===== src/rtl/sap1_datapath.sv =====
// SAP-1 execution datapath: PC, MAR, RAM, IR, A, B, arithmetic unit and shared bus.
// Driven by the controller's 14-bit control word; reports opcode and status back.
module sap1_datapath #(
  parameter int DATA_W = 8,
  parameter int ADDR_W = 4,
  parameter logic [DATA_W-1:0] DIV_ZERO_VAL = 8'hFF
) (
  input  logic              clk,
  input  logic              rst,
  input  logic [13:0]       ctrl,
  input  logic              prog_we,
  input  logic [ADDR_W-1:0] prog_addr,
  input  logic [DATA_W-1:0] prog_data,
  output logic [3:0]        opcode,
  output logic [DATA_W-1:0] a_out,
  output logic [DATA_W-1:0] bus_out,
  output logic              carry,
  output logic              halted,
  output logic              bus_conflict
);

  localparam int DIV_EN    = 13;
  localparam int MUL_EN    = 12;
  localparam int HLT       = 11;
  localparam int PC_INC    = 10;
  localparam int PC_EN     = 9;
  localparam int MEM_LOAD  = 8;
  localparam int MEM_EN    = 7;
  localparam int IR_LOAD   = 6;
  localparam int IR_EN     = 5;
  localparam int A_LOAD    = 4;
  localparam int A_EN      = 3;
  localparam int B_LOAD    = 2;
  localparam int ADDER_SUB = 1;
  localparam int ADDER_EN  = 0;

  logic [ADDR_W-1:0] pc;
  logic [ADDR_W-1:0] mar;
  logic [DATA_W-1:0] ir;
  logic [DATA_W-1:0] a;
  logic [DATA_W-1:0] b;
  logic [DATA_W-1:0] mem [2**ADDR_W];

  logic [DATA_W:0]     sum;
  logic [2*DATA_W-1:0] prod;
  logic [DATA_W-1:0]   quot;
  logic [DATA_W-1:0]   bus;
  logic [6:0]          drivers;
  logic                conflict;
  logic                next_carry;

  always_comb begin
    if (ctrl[ADDER_SUB]) begin
      sum = {1'b0, a} - {1'b0, b};
    end else begin
      sum = {1'b0, a} + {1'b0, b};
    end
    // Borrow on subtract is simply A < B, independent of the wrapped difference.
    next_carry = ctrl[ADDER_SUB] ? (a < b) : sum[DATA_W];
    prod = {{DATA_W{1'b0}}, a} * {{DATA_W{1'b0}}, b};
    quot = (b == '0) ? DIV_ZERO_VAL : a / b;
  end

  assign drivers = {ctrl[DIV_EN], ctrl[MUL_EN], ctrl[ADDER_EN], ctrl[A_EN],
                    ctrl[IR_EN], ctrl[MEM_EN], ctrl[PC_EN]};
  assign conflict = $countones(drivers) > 1;

  always_comb begin
    bus = '0;
    priority case (1'b1)
      ctrl[DIV_EN]:   bus = quot;
      ctrl[MUL_EN]:   bus = prod[DATA_W-1:0];
      ctrl[ADDER_EN]: bus = sum[DATA_W-1:0];
      ctrl[A_EN]:     bus = a;
      ctrl[IR_EN]:    bus = {{(DATA_W-4){1'b0}}, ir[3:0]};
      ctrl[MEM_EN]:   bus = mem[mar];
      ctrl[PC_EN]:    bus = {{(DATA_W-ADDR_W){1'b0}}, pc};
      default:        bus = '0;
    endcase
  end

  // Program load stays open while halted so a stopped machine can be reloaded.
  always_ff @(posedge clk) begin
    if (prog_we) begin
      mem[prog_addr] <= prog_data;
    end
  end

  always_ff @(posedge clk) begin
    if (rst) begin
      pc           <= '0;
      mar          <= '0;
      ir           <= '0;
      a            <= '0;
      b            <= '0;
      carry        <= 1'b0;
      halted       <= 1'b0;
      bus_conflict <= 1'b0;
    end else begin
      if (conflict) bus_conflict <= 1'b1;
      if (ctrl[HLT]) halted <= 1'b1;
      if (!halted) begin
        if (ctrl[PC_INC])   pc  <= pc + 1'b1;
        if (ctrl[MEM_LOAD]) mar <= bus[ADDR_W-1:0];
        if (ctrl[IR_LOAD])  ir  <= bus;
        if (ctrl[A_LOAD])   a   <= bus;
        if (ctrl[B_LOAD])   b   <= bus;
        if (ctrl[A_LOAD] && ctrl[ADDER_EN]) carry <= next_carry;
      end
    end
  end

  assign opcode  = ir[DATA_W-1:DATA_W-4];
  assign a_out   = a;
  assign bus_out = bus;

endmodule


===== config.mk =====
export PLATFORM = sky130hd
export DESIGN_NAME = sap1_datapath
export DESIGN_NICKNAME = d
export VERILOG_FILES = /design/src/rtl/sap1_datapath.sv
export SDC_FILE = /design/constraint.sdc
export NUM_CORES = 1
export LEC_CHECK = 0
export CAP_MARGIN = 25
export CORE_ASPECT_RATIO = 1.1
export CORE_UTILIZATION = 60
export CTS_CLUSTER_DIAMETER = 50
export CTS_CLUSTER_SIZE = 12
export DETAILED_ROUTE_END_ITERATION = 6
export GPL_TIMING_DRIVEN = 0
export PLACE_DENSITY = 0.9
export REMOVE_ABC_BUFFERS = 1
export SYNTH_ARGS = -nofsm -noshare
export SYNTH_HDL_FRONTEND = slang
export SYNTH_SLANG_ARGS = --single-unit

===== constraint.sdc =====
create_clock -name clk -period 15.4 [get_ports clk]
set_clock_uncertainty 0.2 [all_clocks]
set_input_delay 3.08 -clock clk [delete_from_list [all_inputs] [get_ports clk]]
set_output_delay 3.08 -clock clk [all_outputs]
set_load 0.1 [all_outputs]

Word-level counts from Yosys, hierarchy flattened --
Memory sizes are Yosys's and may differ from the RTL's. A register that Yosys moved wholly into a read port is not among the register bits. Index checks and enable logic that the tools add are counted.
Word-level totals: bits in registers 35, bits in latches 0, bits in writable memories 128, bits in read-only memories 0, input port bits 29, word-level logic and storage cells 45, memories kept 1
Operators by class: add/sub/neg operators 9, $mul 1, divide/modulo/power cells 1, magnitude comparators 2, equality and inequality tests 0, shift-type cells 0, mux-type cells 14, bitwise operators 1, reductions and logical operators 8
Memories:
- mem | words 16, width 8, read ports 1, clocked after Yosys merged registers in 1, write ports 1, line 42 | logic [DATA_W-1:0] mem [2**ADDR_W];
Operator list (number):
- 8-bit two-way mux | 7
- 4-bit two-way mux | 3
- 2-bit AND reduction | 6
- 8-bit by 8-bit adder with 9-bit output | 1
- 9-bit two-way mux | 1
- 8-bit by 8-bit subtractor with 9-bit output | 1
- 8-bit by 8-bit divider with 8-bit output | 1
- 8-bit logical NOT | 1
- 8-bit < comparator | 1
- 8-bit by 8-bit multiplier with 8-bit output | 1
- 1-bit by 1-bit adder with 2-bit output | 3
- 3-bit by 3-bit adder with 4-bit output | 1
- 4-bit by 1-bit adder with 4-bit output, second input constant | 1
- 4-bit by 1-bit greater-than comparator with 1-bit output, second input constant | 1
- 2-bit by 1-bit adder with 3-bit output | 1
- 2-bit by 2-bit adder with 3-bit output | 1
- 1-bit two-way mux | 3
- 1-bit logical AND | 1
- 1-bit inverter | 1

Longest topological paths before layout --
word-level depth 9, mapped depth 51, depth with buffers taken out 49

Worst setup path before layout --
Ideal clock, no wire load.
kind register -> output, from register a[7] (netlist: a_out[7]), to output port bus_out[0], data arrival time 10.677 ns, data required time 12.120 ns, slack 1.443 ns, cell stages (with the launch flop) 47, path through dfxtp_1 -> ha_1 -> a21oi_1 -> a21oi_1 -> ha_1 -> a21o_1 -> a31oi_1 -> a31oi_1 -> ha_1 -> o21a_1 -> o21a_1 -> o21a_1 -> mux2i_1 -> ha_1 -> o21a_1 -> o21a_1 -> o21a_1 -> o21a_1 -> [... 11 more ...] -> a211oi_1 -> a31o_2 -> mux2_2 -> ha_1 -> o21ai_0 -> a22oi_1 -> a21oi_1 -> o22ai_1 -> inv_1 -> nand2_1 -> o211ai_1 -> ha_1 -> and2_1 -> o21ai_0 -> o21ai_0 -> o21a_1 -> o41ai_1 -> inv_1
On the way: word-level cells in the longest chain between the ends 3
RTL lines:
- from (decl) | line 40 | logic [DATA_W-1:0] a;
- from (signal assigned) | line 106 | if (ctrl[A_LOAD]) a <= bus;
- 8-bit by 8-bit divider with 8-bit output | line 61 | quot = (b == '0) ? DIV_ZERO_VAL : a / b;
- 8-bit two-way mux | line 61
- 8-bit two-way mux | line 70 | priority case (1'b1)
- to (decl) | line 16 | output logic [DATA_W-1:0] bus_out,
No other way between the ends.

Final worst setup path --
from register b[7], to output port bus_out[0]
On the way: word-level cells in the longest chain between the ends 3, elaborated cells between the ends (all ways) 4, classes of those cells div: 1; mux: 2; reduce/logical: 1
RTL lines:
- from (decl) | line 41 | logic [DATA_W-1:0] b;
- from (signal assigned) | line 107 | if (ctrl[B_LOAD]) b <= bus;
- 8-bit by 8-bit divider with 8-bit output / 8-bit logical NOT (equally long branches) | line 61
- 8-bit two-way mux * | line 61
- 8-bit two-way mux * | line 70
Mark *: on every way between the ends. The rest lies on a longest branch, timed or not.

==> run summary <==
# Max-Cap Violations: 0
Mapped Area: 10000 sq um
Routability Congestion: 0.942
global-route wire length before repair: 37600 um
Syn Area/Cell: 11.8 sq um
top cells by area, synth: edfxtp_1 38%, ha_1 9.1%, dfxtp_1 7.8%
Max Slew Vio Count: 0
Die H: 138 um
Yosys top cell area share: 38.3%
post-synth top area cell: edfxtp_1
post-DR vias/cell: 6.50
most frequent cell on the critical path: o21a_1
Multi-input gate area: 5020 sq um
synth unique cells: 75
Ports: 52
Setup crit start kind: register
Tightest Hold Check Type: register to register
fin crit share: 95.8%
DRC Markers: 5
CP max FO: 11
Die W: 125 um
TritonCTS clock tree: done
number of buffers created by CTS: 17
share of layout cells above drive strength 1: 11.7%
#FFs+latches synth: 167
Post-DRT Antenna Nets: 0
Clock transition at path regs: 0.07 ns
Setup-failing EPs final: 0
required time of the critical path: 12.12 ns
Tmin final: 14.75 ns
Compound-Gate Fraction of Synth Area: 12.5%
clk_lat worst skew: 0.42 ns
hold buffer count at cts: 0
worst-case clock buffer depth: 2
number of flops mapped to enable cells by yosys: 128
RR Startpoint: b[7]
register area: 4630 sq um
global route overflow: 0
DP Worst Slack: -0.790 ns
cells after synthesis: 849
antenna fix cells: 0
critical path class: register to primary output
wire per inst: 22.2 um
Seq/Total Area, Yosys: 46.1%
WHS: 0.292 ns
top_reg_cell synth: edfxtp_1
status: finished, violations left
number of global-route vias before repair: 7108
beginning of the worst hold path: bus_conflict
Total GRT Usage: 29.7%
Final Hold Vio Count: 0
Worst setup EP type: primary output
fillers: 1067
core area: 16400 sq um
Nets: 1021
Simple-Gate Fraction of Synth Area: 10.8%
CTS Root Cell: clkbuf_16
Core Rows: 49
worst setup margin: 0.651 ns
Detailed Place HPWL: 17100 um
worst slew pin tran: 1.08 ns
post-synthesis mux area share: 10.7%
combinational family with the most area after synthesis: compound AO/OA/AOI/OAI gates
die area: 17200 sq um
CTS sink count: 167
Max Fclk: 0.0678 GHz
Pre-Repair DR Iteration Count: 7
failing checks: design-rule violations
largest net degree at the start of global routing: 31
area grow syn2layout: 14.6%
CP max-delay cell: nor4_4
Rel. slew slack: 28.0%
htree depth: 4
Adder-Cell Fraction of Synth Area: 12.5%
slowest stage delay, CP: 0.42 ns
final wirelength: 24900 um
via count: 7279
yosys warns: 0
PortBufs: 51
post-synthesis xor/xnor area fraction: 2.68%
initial core utilization: 61.2%
R2R setup slack: 4.04 ns
initial antenna violation count: 0
critical path launch point: b[7]
ys async rst share: 0%
worst path arrival time: 11.47 ns
detailed router's first-iteration violation count: 726
-- metrics by stage --
step / std cells / utilization (%) / setup TNS, ns / area [sq um]
finish: 1119 / 70.2 / 0 / 11500
global route: 1119 / 70.2 / -0.0518 / 11500
CTS: 1102 / 68.9 / 0 / 11300
detailed placement: 1070 / 65.1 / -0.790 / 10700
global placement: 1068 / 64.7 / -0.489 / 10600
floorplan: 813 / - / 0 / 9820
-- cell type report --
class / count / area share (%)
Clock inverter: 4 / 0.229
Timing Repair Buffer: 70 / 6.28
Tap cell: 204 / 2.22
Sequential cell: 167 / 40.3
Clock buffer: 28 / 5.00
Multi-Input combinational cell: 577 / 43.7
Inverter: 69 / 2.29
-- cells by family after synthesis --
family / after synthesis
buffers and inverters: 105
AOI/OAI and AO/OA: 177
adders and majority gates: 90
and+or+nand+nor: 224
DFF: 167
xor gates and xnor gates: 26
muxes: 60
-- cells in the final DEF (no fill, tap or decap), types with 6 or more instances in the layout --
| cell | instances |
|---|---|
| mux2_2 | 10 |
| mux4_2 | 20 |
| nand3_1 | 9 |
| clkbuf_16 | 22 |
| o21a_1 | 19 |
| nor3_1 | 19 |
| o22ai_1 | 10 |
| ha_1 | 73 |
| mux2i_1 | 15 |
| inv_1 | 66 |
| nor2_1 | 86 |
| a21oi_1 | 27 |
| a211oi_1 | 14 |
| o211ai_1 | 7 |
| clkdlybuf4s50_1 | 50 |
| nor2b_1 | 15 |
| xnor2_1 | 14 |
| fa_1 | 17 |
| nand2b_1 | 19 |
| a21o_1 | 6 |
| nand2_1 | 40 |
| buf_4 | 14 |
| edfxtp_1 | 128 |
| or3_1 | 6 |
| o21ai_0 | 24 |
| xor2_1 | 9 |
| a31oi_1 | 8 |
| dfxtp_1 | 36 |
| mux4_1 | 13 |
-- Yosys cell counts (5+ instances only) --
cell / n
a21o_1: 6
ha_1: 73
or3_1: 6
o21a_1: 20
or2_2: 5
o21ai_0: 24
mux2_2: 10
nand2b_1: 19
a31oi_1: 8
mux4_2: 20
nor2_1: 86
o22ai_1: 11
mux2i_1: 17
inv_1: 67
nor2b_1: 15
a211oi_1: 15
edfxtp_1: 128
a21oi_1: 28
a2111oi_0: 5
nor3_1: 23
xor2_1: 9
clkbuf_1: 17
nand2_1: 40
o211ai_1: 7
mux4_1: 13
nand3_1: 9
o32ai_1: 5
a221oi_1: 5
buf_2: 7
and2_1: 5
dfxtp_1: 39
xnor2_1: 14
fa_1: 17
buf_4: 7
-- repair_timing --
action	CTS	global route
hold endpoints to repair	0	0
setup endpoints to repair	1	1
pin swaps	0	4
gates resized for setup	7	12
buffers inserted	0	11
-- flip-flops by register name, indices dropped and copies added, names as in the netlist, named ones only --
register and flops:
mem 128, a_out 8, b 8, ir 8, mar 4, pc 4, bus_conflict 1, carry 1
halted 1
-- worst paths after layout --
kind,to,cells after the start
min,bus_conflict,2
max reg2reg,register,47
min reg2reg,bus_conflict,2
max,bus_out[0],47
-- worst max-delay path, delay by kind of cell, from the launching register on --
family / cells / cell delay, ns
buf+inv: 4 / 0.63
simple gates: 8 / 1.78
flops: 1 / 0.41
compound gates: 23 / 4.72
mux: 5 / 1.51
fa+ha+maj: 7 / 1.98
-- routing by layer --
metal	share of wire, %	track usage, %	vias up
li1	-	-	3309
met1	37	33.7	3554
met2	52	53.2	341
met3	6.4	4.78	75
met4	4.4	18.3	0
met5	0	0	-
Power is not shown: default switching activity piles up to over one toggle a cycle in this logic, so the estimate is an artifact.
==> variant (same settings) <==
Register the output `bus_out`; this adds one clock of latency there. The other outputs are not delayed to match.
--- a/src/rtl/sap1_datapath.sv
+++ b/src/rtl/sap1_datapath.sv
@@ -114,3 +114,5 @@
   assign a_out   = a;
-  assign bus_out = bus;
+  always_ff @(posedge clk) begin
+    bus_out <= bus;
+  end
 
Check against the original RTL: not equivalent (a bounded check fails within 4 cycles, from zero or initial values and one cycle with rst high).
==> variant against the unedited design <==
Global-route usage increased by 0.68 points. Count of clock-buffer cells in the layout decreased by 8. Die area increased by 2.8%. Sequential cell count increased by 8. Final area increased by 0.60%. Critical path depth increased by 2. Non-clock buffer count decreased by 10. Hold slack got worse by 0.0097 ns. Wire length increased by 2.3%. Area after synthesis increased by 2.9%. Sequential share of layout area increased by 1.1 points. Setup slack improved by 2.2 ns.
Power is not shown: default switching activity piles up to over one toggle a cycle in this logic, so the estimate is an artifact.
==> variant: results (changes against the unedited design) <==
| Metric | Value |
|---|---|
| Worst slack, placed | `2.83 ns (was -0.790 ns)` |
| H-tree lvl count | `4 (unchanged)` |
| CTS clk-pin slew, worst paths | `0.07 ns (about the same)` |
| IO buf count | `51 (unchanged)` |
| Yosys warning count | `0 (unchanged)` |
| CP max FO | `16 (was 11)` |
| Setup bufs post-CTS | `0 (unchanged)` |
| Status | `completed (was finished, violations left)` |
| Worst Hold Class | `register to register (unchanged)` |
| Placer Congestion | `0.953 (was 0.942)` |
| Routed WL | `25500 um (was 24900 um)` |
| Vias per cell | `6.49 (was 6.50)` |
| Hold Fails Final Rpt | `0 (unchanged)` |
| Clk buf depth | `2 (unchanged)` |
| Largest net degree at the start of global routing | `24 (was 31)` |
| Skew-Pair Late Insertion Delay | `0.43 ns` |
| Critical-path top delay cell | `dfxtp_1 (was nor4_4)` |
| Vias in the first global route | `7577 (was 7108)` |
| First-pass GRT wire length | `40100 um (was 37600 um)` |
| Post-DP HPWL | `18200 um (was 17100 um)` |
| Post-synth ARST share | `0% (unchanged)` |
| Synth cell count leaders | `edfxtp_1, nor2_1, ha_1, inv_1, nand2_1 (unchanged)` |
| Number of synthesized flops with an enable pin | `128 (unchanged)` |
| Post-CTS sizing | `0 (was 7)` |
| WP data arrival | `12.61 ns (was 11.47 ns)` |
| Rel. slew slack | `33.9% (was 28.0%)` |
| Crit-path max cell delay | `0.68 ns (was 0.42 ns)` |
| Sequential area share after synthesis | `46.4% (was 46.1%)` |
| Synth cell types | `80 (was 75)` |
| Root Driver | `clkbuf_16 (unchanged)` |
| Cell count after synthesis | `883 (was 849)` |
| Drt first pass iters | `5 (was 7)` |
| Top FF cell, synth | `edfxtp_1 (unchanged)` |
| Tot GR Track Use | `30.4% (was 29.7%)` |
| Initial DRC count | `621 (was 726)` |
| # nets final | `1042 (was 1021)` |
| Cts bufs inserted | `17 (unchanged)` |
| Via count | `7394 (was 7279)` |
| CP delay by family, top | `compound AO/OA/AOI/OAI gates (unchanged)` |
| Initial antenna violation count | `0 (unchanged)` |
| Fraction of layout cells with a size suffix above 1 | `9.62% (was 11.7%)` |
| N_diodes | `0 (unchanged)` |
| Largest Register | `mem (unchanged)` |
| Leading post-synthesis cells by cell area | `edfxtp_1, dfxtp_1, ha_1, mux4_2, nor2_1 (was edfxtp_1, ha_1, dfxtp_1, mux4_2, mux4_1)` |
| Filler Cell Count | `1160 (was 1067)` |
| Placed cells | `1107 (was 1070)` |
## variant: cell count changes after synthesis, sizes merged, moves of 5 or more
cell / unedited run / this run
o32ai: 5 / 0
inv: 67 / 61
nor2: 86 / 93
nand2: 40 / 49
a311oi: 5 / 0
a21oi: 28 / 34
dfxtp: 39 / 47
o22ai: 11 / 5
nand2b: 19 / 11
o31ai: 5 / 10
## variant: layer usage
metal	up-vias	track usage, %	part of all wire [%]
met5	-	0	0
met1	3585	34.8	37
met2	349	53.9	52
met4	0	15.1	3.9
li1	3363	-	-
met3	97	6.15	7.0
## variant: final timing paths
check	from	end	slack, ns	depth (start not counted)
worst max-delay path	b[0]	register	2.89	49
worst min-delay path	bus_conflict	bus_conflict	0.28	2
worst max register to register	b[0]	register	2.89	49
worst min register to register	bus_conflict	bus_conflict	0.28	2
## variant: area by class of cell
cell class	count	share of cell area (%)
inverter	63	2.05
clock buffer	20	4.15
timing repair buffer	60	5.50
clock inverter	12	1.16
tap	204	2.21
multi-input combinational	606	43.5
sequential	175	41.4
## variant: logic make-up after synthesis
logic type | Yosys count | synth area share, %
mux | 64 | 10.4
compound gates | 175 | 11.8
xor+xnor | 25 | 2.52
flops | 175 | 46.4
fa+ha+maj | 90 | 12.2
buf+inv | 102 | 4.86
simple gates | 252 | 11.9
## variant: tightest hold or removal path, stage by stage (launching register included)
cell	delay (ns)
dfxtp_1	0.33
nor3_1	0.05
nor2_1	0.07
## variant: per-stage QoR
stage	utilization (%)	instance area, um^2	hold WS [ns]
finish	69.8	11600	0.282
global route	69.8	11600	0.309
CTS	69.8	11500	0.280
detailed placement	66.0	10900	0.245
global placement	65.3	10800	0.252
floorplan	-	10000	0.228
